`src/rtl/rs_exec_unit.sv`:
```
// ---------------------------------------------------------------------------
// rs_exec_unit
//   Reservation-station execution unit. DEPTH tagged entries take dispatched
//   integer ops whose operands are either valued or pending on a producer tag.
//   Pending operands are woken by snooping the CDB. The lowest-index ready
//   entry issues into a LAT-cycle pipeline, and the result is offered to the
//   CDB arbiter over a valid/ready handshake. An entry is released only when
//   its own tag is seen on the CDB, so its tag cannot be reused too early.
//
// Ports
//   CLOCK_50, RSTN_N              clock (rising edge), async active-low reset
//   disp_valid / disp_ready       dispatch handshake
//   disp_tag                      tag the next dispatch will take (0 = full)
//   disp_op                       00 ADD, 01 SUB, 10 SLT, 11 SLTU
//   disp_val1/2, disp_tag1/2      operand values / producer tags (0 = valued)
//   cdb_valid, cdb_tag, cdb_data  common data bus snoop
//   res_valid/res_ready           result handshake to the CDB arbiter
//   res_tag, res_data             producing entry tag and result value
// ---------------------------------------------------------------------------
module rs_exec_unit #(
    parameter int XLEN     = 32,
    parameter int TAG_W    = 2,
    parameter int DEPTH    = 3,
    parameter int TAG_BASE = 1,
    parameter int LAT      = 2
) (
    input  logic             CLOCK_50,
    input  logic             RSTN_N,
    input  logic             disp_valid,
    output logic             disp_ready,
    output logic [TAG_W-1:0] disp_tag,
    input  logic [1:0]       disp_op,
    input  logic [XLEN-1:0]  disp_val1,
    input  logic [XLEN-1:0]  disp_val2,
    input  logic [TAG_W-1:0] disp_tag1,
    input  logic [TAG_W-1:0] disp_tag2,
    input  logic             cdb_valid,
    input  logic [TAG_W-1:0] cdb_tag,
    input  logic [XLEN-1:0]  cdb_data,
    output logic             res_valid,
    output logic [TAG_W-1:0] res_tag,
    output logic [XLEN-1:0]  res_data,
    input  logic             res_ready
);

    localparam int IDX_W = (DEPTH > 1) ? $clog2(DEPTH) : 1;

    typedef enum logic [1:0] {
        E_FREE   = 2'd0,
        E_WAIT   = 2'd1,
        E_ISSUED = 2'd2
    } ent_state_t;

    function automatic logic [TAG_W-1:0] own_tag(input int idx);
        return TAG_W'(TAG_BASE + idx);
    endfunction

    ent_state_t       ent_st [DEPTH];
    logic [1:0]       ent_op [DEPTH];
    logic [XLEN-1:0]  ent_v1 [DEPTH];
    logic [XLEN-1:0]  ent_v2 [DEPTH];
    logic [TAG_W-1:0] ent_t1 [DEPTH];
    logic [TAG_W-1:0] ent_t2 [DEPTH];

    logic             pv    [LAT];
    logic [TAG_W-1:0] ptag  [LAT];
    logic [XLEN-1:0]  pdata [LAT];

    logic             alloc_hit;
    logic [IDX_W-1:0] alloc_idx;
    logic             iss_hit;
    logic [IDX_W-1:0] iss_idx;
    logic             disp_fire;
    logic             advance;
    logic             do_issue;
    logic             cdb_hit;
    logic             byp1;
    logic             byp2;
    logic [XLEN-1:0]  cap_v1;
    logic [XLEN-1:0]  cap_v2;
    logic [TAG_W-1:0] cap_t1;
    logic [TAG_W-1:0] cap_t2;
    logic [XLEN-1:0]  op_a;
    logic [XLEN-1:0]  op_b;
    logic [XLEN-1:0]  alu_out;

    // Allocation and issue selection look only at registered state, so an
    // entry freed or woken at an edge is not visible until the next cycle.
    always_comb begin
        alloc_hit = 1'b0;
        alloc_idx = '0;
        iss_hit   = 1'b0;
        iss_idx   = '0;
        for (int i = DEPTH - 1; i >= 0; i--) begin
            if (ent_st[i] == E_FREE) begin
                alloc_hit = 1'b1;
                alloc_idx = IDX_W'(i);
            end
            if (ent_st[i] == E_WAIT && ent_t1[i] == '0 && ent_t2[i] == '0) begin
                iss_hit = 1'b1;
                iss_idx = IDX_W'(i);
            end
        end
    end

    assign disp_ready = alloc_hit;
    assign disp_tag   = alloc_hit ? own_tag(int'(alloc_idx)) : '0;
    assign disp_fire  = disp_valid && alloc_hit;

    // The whole pipeline freezes while a result is offered but not taken.
    assign advance  = !(res_valid && !res_ready);
    assign do_issue = iss_hit && advance;

    assign cdb_hit = cdb_valid && (cdb_tag != '0);

    // A producer broadcasting in the dispatch cycle is captured directly.
    always_comb begin
        byp1   = cdb_hit && (disp_tag1 == cdb_tag);
        byp2   = cdb_hit && (disp_tag2 == cdb_tag);
        cap_v1 = byp1 ? cdb_data : disp_val1;
        cap_v2 = byp2 ? cdb_data : disp_val2;
        cap_t1 = byp1 ? '0 : disp_tag1;
        cap_t2 = byp2 ? '0 : disp_tag2;
    end

    always_comb begin
        op_a = ent_v1[iss_idx];
        op_b = ent_v2[iss_idx];
        case (ent_op[iss_idx])
            2'b00:   alu_out = op_a + op_b;
            2'b01:   alu_out = op_a - op_b;
            2'b10:   alu_out = {{(XLEN-1){1'b0}}, ($signed(op_a) < $signed(op_b))};
            default: alu_out = {{(XLEN-1){1'b0}}, (op_a < op_b)};
        endcase
    end

    always_ff @(posedge CLOCK_50 or negedge RSTN_N) begin
        if (!RSTN_N) begin
            for (int i = 0; i < DEPTH; i++) begin
                ent_st[i] <= E_FREE;
                ent_op[i] <= '0;
                ent_v1[i] <= '0;
                ent_v2[i] <= '0;
                ent_t1[i] <= '0;
                ent_t2[i] <= '0;
            end
        end else begin
            for (int i = 0; i < DEPTH; i++) begin
                case (ent_st[i])
                    E_FREE: begin
                        if (disp_fire && alloc_idx == IDX_W'(i)) begin
                            ent_st[i] <= E_WAIT;
                            ent_op[i] <= disp_op;
                            ent_v1[i] <= cap_v1;
                            ent_v2[i] <= cap_v2;
                            ent_t1[i] <= cap_t1;
                            ent_t2[i] <= cap_t2;
                        end
                    end
                    E_WAIT: begin
                        if (cdb_hit && ent_t1[i] == cdb_tag) begin
                            ent_v1[i] <= cdb_data;
                            ent_t1[i] <= '0;
                        end
                        if (cdb_hit && ent_t2[i] == cdb_tag) begin
                            ent_v2[i] <= cdb_data;
                            ent_t2[i] <= '0;
                        end
                        if (do_issue && iss_idx == IDX_W'(i)) begin
                            ent_st[i] <= E_ISSUED;
                        end
                    end
                    E_ISSUED: begin
                        if (cdb_hit && cdb_tag == own_tag(i)) begin
                            ent_st[i] <= E_FREE;
                        end
                    end
                    default: ent_st[i] <= E_FREE;
                endcase
            end
        end
    end

    // Stage 0 loads at the issue edge; res_* is the stage after LAT-1, so a
    // result appears LAT edges after issue.
    always_ff @(posedge CLOCK_50 or negedge RSTN_N) begin
        if (!RSTN_N) begin
            for (int j = 0; j < LAT; j++) begin
                pv[j]    <= 1'b0;
                ptag[j]  <= '0;
                pdata[j] <= '0;
            end
            res_valid <= 1'b0;
            res_tag   <= '0;
            res_data  <= '0;
        end else if (advance) begin
            pv[0]    <= do_issue;
            ptag[0]  <= own_tag(int'(iss_idx));
            pdata[0] <= alu_out;
            for (int j = 1; j < LAT; j++) begin
                pv[j]    <= pv[j-1];
                ptag[j]  <= ptag[j-1];
                pdata[j] <= pdata[j-1];
            end
            res_valid <= pv[LAT-1];
            res_tag   <= ptag[LAT-1];
            res_data  <= pdata[LAT-1];
        end
    end

endmodule

```
`config.mk`:
```
export PLATFORM = sky130hd
export DESIGN_NAME = rs_exec_unit
export DESIGN_NICKNAME = d
export VERILOG_FILES = /design/src/rtl/rs_exec_unit.sv
export SDC_FILE = /design/constraint.sdc
export NUM_CORES = 1
export LEC_CHECK = 0
export BUFFER_PORTS_ARGS = -buffer_cell sky130_fd_sc_hd__clkbuf_2
export CAP_MARGIN = 20
export CORE_MARGIN = 2
export CORE_UTILIZATION = 40
export CTS_CLUSTER_DIAMETER = 200
export CTS_CLUSTER_SIZE = 10
export DETAILED_ROUTE_END_ITERATION = 16
export SLEW_MARGIN = 30
export SYNTH_ARGS = -nofsm -noshare
export SYNTH_HDL_FRONTEND = slang
export SYNTH_SLANG_ARGS = --single-unit
```
`constraint.sdc`:
```
create_clock -name CLOCK_50 -period 5.87 [get_ports CLOCK_50]
set_input_delay 1.174 -clock CLOCK_50 [delete_from_list [all_inputs] [get_ports CLOCK_50]]
set_output_delay 1.174 -clock CLOCK_50 [all_outputs]
set_load 0.01 [all_outputs]
```
==> reports/qor.csv, run 1 <==
stage,metric,value,unit
global_route,antenna_found_initial,3,
hold_path,whs_path_depth,2,
clocking,cts.path.max_buffers,3,
sta,clock_skew,0.0198,ns
place,place_congestion,0.855,
yosys,synth_top_area_share,42.7,%
yosys,async_flop_share,100,%
sta,finalSetupViolCount,0,
floorplanning,io_pins,147,
cells_and_area,drive_gt1_share,11.7,%
cells_and_area,area_growth_syn_to_layout,12.8,%
sta,hold_violations,0,
floorplanning,die_h,221,um
global_route,grt_overflow_total,0,
clocking,cts-resized-gates,0,
setup_path,r2r_end,pdata[51],
detailed_routing,vias,15700,
yosys,seq_area_frac_synth,42.7,%
clocking,clk_latency,0.56,ns
sta,max_clock_freq,0.182,GHz
hold_path,hold_path.class,reg2reg,
yosys,ys_warn_count,0,
hold_path,min-delay-start,res_data[15],
detailed_routing,vias_per_cell,5.54,
cells_and_area,antenna_cells,0,
yosys,yosysTopAreaCell,dfrtp_1,
detailed_routing,drcViolationCount,0,
global_route,grt_pass1_wl,88.6,mm
clocking,cts_sinks,321,
cells_and_area,fin_nets,2396,
yosys,ys_types,72,
place,hpwl,38.5,mm
cells_and_area,layout_common_cells,"nand2_1 (322), dfrtp_1 (321), a21oi_1 (279), nor2_1 (278), mux2i_1 (259)",
setup_path,rr_worst_depth,17,
sta,tns,0,ns
detailed_routing,wl_per_cell,19.6,um
cells_and_area,fill_cells,4596,
yosys,syn_avg_cell_area,8.82,sq um
setup_path,start_kind,flip-flop,
clocking,cts-htree-levels,2,
cells_and_area,final_common_cell,nand2_1,
detailed_routing,firstDrtPassIters,7,
detailed_routing,totalWireLength,55.5,mm
sta,drv_slew,0,
sta,slew_headroom,35.5,%
setup_path,worst-r2r-setup-slack,0.39,ns
yosys,ys_ff_latch,321,
clocking,numCtsBuffers,38,
run_status,status,"finished, final reports clean",
setup_path,critPathKind,reg2reg,
clocking,cts_tree,built,
setup_path,endpoint_kind,flip-flop,
yosys,netlist_area,18800,sq um
clocking,cts-root-buf,clkbuf_16,
detailed_routing,drt_iter0_markers,1282,
yosys,yosys-top-cells-area,"dfrtp_1 (43%), mux2i_1 (14%), a21oi_1 (7.4%), nand2_1 (6.4%), nor2_1 (5.7%)",
clocking,cts.clk_slew.worst_paths,0.06,ns
setup_path,required,6.30,ns
place,portBuffers,146,
run,maxCapViolations,0,
global_route,grt_max_degree,117,
floorplanning,initial_core_util,40.5,%
floorplanning,core,46500,sq um
setup_path,rr_startpoint,ent_st[2],
global_route,grt_usage,22.5,%
floorplanning,die_x,221,um
floorplanning,die_area,48800,sq um
yosys,netlist_instances,2134,
global_route,grt_pass1_vias,15200,
yosys,synth-edff-count,0,
sta,period_share,93.4,%
clocking,ctsHoldBuffers,0,
sta,rsz0062_at_grt,no,
detailed_routing,ant_nets,0,
clocking,post_cts_buffers,0,
hold_path,holdPathEnd,res_data[15],
sta,min_period,5.48,ns
yosys,syn-num-nets,2310,
yosys,synth_flop_cell,dfrtp_1,
setup_path,crit_fanout,8,
sta,tightest_slew,0.967,ns
floorplanning,fp-row-count,79,
setup_path,arrival,5.92,ns
## cells in the mapped netlist (18+ instances only)
master	count
nand2_1	322
buf_2	21
a22o_1	18
xor2_1	18
inv_1	66
nor2b_1	20
mux2i_1	259
a21oi_1	279
xnor2_1	26
clkbuf_1	97
o21ai_0	65
nor2_1	286
o31ai_1	28
dfrtp_1	321
ha_1	65
## worst max path at each step
stage | from | end | slack [ns] | cells after the start
floorplan | ent_t1[3] | pdata[58] | 1.53 | 19
global placement | ent_st[3] | pdata[55] | 0.51 | 17
detailed placement | ent_st[2] | pdata[51] | 0.53 | 17
CTS | ent_st[2] | pdata[51] | 0.49 | 17
global route | ent_st[3] | pdata[51] | 0.08 | 17
finish | ent_st[2] | pdata[51] | 0.39 | 17
## layer usage
metal	vias to the layer above	wire (um)	track usage (%)
met4	6	910	4.63
li1	7544	-	-
met3	78	3660	4.24
met1	7583	27200	34.1
met5	-	37	0
met2	470	23700	33.3
## final cells by class
type	instances	area (sq um)	share of cell area [%]
inverters	66	248	1.17
multi-input cells	1607	10100	47.4
flip-flops and latches	321	8030	37.8
clock buffers	40	980	4.62
repair buffers	186	1110	5.23
clock inverters	3	41.3	0.195
well taps	607	759	3.58
## sequential cells by signal, summed over array words and instances (netlist names)
name / count
ent_v2: 96
res_valid: 1
pdata: 64
ent_v1: 96
ptag: 4
ent_st: 6
ent_op: 6
pv: 2
res_data: 32
res_tag: 2
ent_t1: 6
ent_t2: 6
## through the flow
step                      area (sq um)  hold slack [ns]  setup WS (ns)  std cells  util [%]
after floorplan                  18800            0.430           1.53       2134         -
after global placement           20200            0.452          0.505       2786      43.4
after detailed placement         20200            0.457          0.530       2787      43.5
after CTS                        21200            0.469          0.486       2830      45.7
after global routing             21200            0.485         0.0771       2830      45.7
final                            21200            0.464          0.387       2830      45.7
## worst max-delay path, stage by stage, from the launching register on
cell,delay [ns]
dfrtp_1,0.37
nor2b_1,0.53
nand2_1,0.36
nor2_4,0.34
buf_4,0.29
mux2i_1,0.14
o21ai_0,0.55
ha_1,0.45
inv_1,0.11
a21oi_1,0.07
o311ai_1,0.70
nor4_1,0.10
buf_4,0.19
o41ai_1,0.49
a21oi_1,0.15
a21oi_1,0.19
xnor2_1,0.11
a22o_1,0.21
## logic make-up (layout without fill, tap and decap cells)
kind of cell	count (synthesis)	after routing	share of synthesized area [%]
xor+xnor	44	44	2.05
fa+ha+maj	67	67	4.53
mux	261	261	13.9
compound gates	508	508	16.0
simple gates	727	727	16.1
flops	321	321	42.7
buf+inv	206	295	4.81
Power of run 1 is not shown: default switching activity piles up to over one toggle a cycle in this logic, so the estimate is an artifact.
==> inputs of run 2 (changes only) <==
- CORE_ASPECT_RATIO: not set -> 2
- CTS_CLUSTER_DIAMETER: 200 -> 50
==> run 2 against run 1 <==
Die area grew 0.22%. Cell count is 0.53% higher. Via count fell by 0.31%. Register-to-register slack improved by 0.09 ns. Worst setup slack improved by 0.088 ns. Global-route usage rose by 0.15 points. Sequential share of layout area about the same. Wire length is 0.69% lower. Sequential cell count is the same. Largest cell class unchanged.
==> reports/qor.csv, run 2 (synthesis gave the netlist of run 1 again) <==
stage,metric,value,unit,change
run_status,status,"finished, final reports clean",,
global_route,grt_max_degree,125,,+6.8%
place,place_congestion,0.966,,+13%
detailed_routing,ant_nets,0,,unchanged
clocking,cts.clk_slew.worst_paths,0.06,ns,about the same
clocking,post_cts_buffers,0,,unchanged
place,dp_slack,0.573,ns,+0.0437 ns
floorplanning,fp-row-count,112,,+42%
place,dp.cells,2802,,+0.54%
global_route,grt_pass1_wl,88.6,mm,about the same
setup_path,start_kind,flip-flop,,
detailed_routing,vias_per_cell,5.49,,-0.83%
floorplanning,io_pins,147,,unchanged
clocking,ctsHoldBuffers,0,,unchanged
global_route,antenna_found_initial,2,,-1
detailed_routing,firstDrtPassIters,5,,-2
place,portBuffers,146,,unchanged
cells_and_area,final_common_cell,nand2_1,,
sta,slew_headroom,41.3,%,+5.8 points
clocking,cts_sinks,321,,unchanged
setup_path,critPathKind,reg2reg,,
setup_path,crit_fanout,28,,+20
cells_and_area,instances_no_fill,2845,,+0.53%
global_route,grt_usage,22.7,%,+0.15 points
setup_path,cp-startpoint,ent_st[3],,
sta,max_clock_freq,0.185,GHz,+1.6%
detailed_routing,drcViolationCount,0,,unchanged
sta,holdWs,0.459,ns,-0.00440 ns
hold_path,hold_path.class,reg2reg,,
sta,clock_skew,0.0238,ns,+0.00393 ns
sta,period_share,91.9,%,-1.5 points
sta,drv_slew,0,,unchanged
clocking,cts_tree,built,,
clocking,clk_latency,0.54,ns,-0.02 ns
sta,tns,0,ns,unchanged
clocking,numCtsBuffers,38,,unchanged
hold_path,min-delay-start,pv[0],,
run,maxCapViolations,0,,unchanged
detailed_routing,wl_per_cell,19.4,um,-1.2%
detailed_routing,drt_iter0_markers,955,,-26%
global_route,grt_overflow_total,0,,unchanged
sta,rsz0062_at_grt,no,,
cells_and_area,layout_common_cells,"nand2_1 (322), dfrtp_1 (321), a21oi_1 (279), nor2_1 (278), mux2i_1 (259)",,
detailed_routing,totalWireLength,55.2,mm,-0.69%
sta,hold_violations,0,,unchanged
cells_and_area,area_growth_syn_to_layout,12.8,%,about the same
sta,min_period,5.39,ns,-0.0879 ns
floorplanning,core,46500,sq um,+0.15%
sta,finalSetupViolCount,0,,unchanged
setup_path,arrival,5.81,ns,-0.11 ns
floorplanning,initial_core_util,40.5,%,-0.059 points
setup_path,endpoint_kind,flip-flop,,
clocking,cts-htree-levels,2,,unchanged
detailed_routing,vias,15600,,-0.31%
sta,setup_slack,0.475,ns,+0.0879 ns
clocking,cts-resized-gates,0,,unchanged
cells_and_area,antenna_cells,0,,unchanged
clocking,cts.path.max_buffers,3,,unchanged
clocking,cts-root-buf,clkbuf_16,,
sta,tightest_slew,0.878,ns,-0.0891 ns
setup_path,rr_startpoint,ent_st[3],,
place,hpwl,38.9,mm,+0.83%
cells_and_area,drive_gt1_share,11.5,%,-0.15 points
cells_and_area,top_regs,"ent_v1 x96, ent_v2 x96, pdata x64",,
floorplanning,die_h,311,um,+41%
setup_path,required,6.29,ns,about the same
global_route,grt_pass1_vias,16100,,+5.5%
floorplanning,die_area,48900,sq um,+0.22%
floorplanning,die_x,157,um,-29%
cells_and_area,fin_nets,2392,,-0.17%
==> run 2: path summary, 6_finish.rpt <==
path,end,slack [ns],cells past startpoint
max,pdata[32],0.48,17
min in group asynchronous,ent_v2[60],0.55,1
max reg2reg,pdata[32],0.48,17
min reg2reg,pv[0],0.46,2
min,pv[0],0.46,2
max in group asynchronous,ent_v2[5],3.92,3
==> run 2: final cells by class <==
cell class / instances / area [sq um]
Fill cell: 4681 / 25300
Multi-Input combinational cell: 1607 / 10000
Sequential cell: 321 / 8030
Timing Repair Buffer: 182 / 1110
Clock buffer: 40 / 990
Tap cell: 627 / 785
Inverter: 66 / 248
Clock inverter: 2 / 17.5
==> run 2: worst max-delay path, stage by stage, from the launching register on <==
cell	delay, ns
dfrtp_1	0.39
nor2b_1	0.49
nand2_1	0.36
nor2_4	0.19
buf_12	0.23
mux2i_1	0.11
o21ai_0	0.51
inv_1	0.18
fa_1	0.45
nor2b_1	0.16
o21ai_0	0.46
a21oi_1	0.23
nor4_1	0.50
nor2_1	0.15
a21oi_1	0.21
a21oi_1	0.11
a211o_1	0.28
o31ai_1	0.19
==> run 2: metal layers <==
metal / vias up / GRT usage (%) / part of all wire (%)
met3: 122 / 2.58 / 4.1
met2: 434 / 39.3 / 50
met5: - / 0 / 0.042
li1: 7517 / - / -
met4: 4 / 8.74 / 3.6
met1: 7556 / 28.6 / 42
==> run 2: metrics by stage <==
| step | util (%) | area [sq um] |
|---|---|---|
| detailed placement | 43.4 | 20200 |
| CTS | 45.6 | 21200 |
| global placement | 43.3 | 20200 |
| global route | 45.6 | 21200 |
| finish | 45.6 | 21200 |
| floorplan | - | 18800 |
Power of run 2 is left out for the same reason.
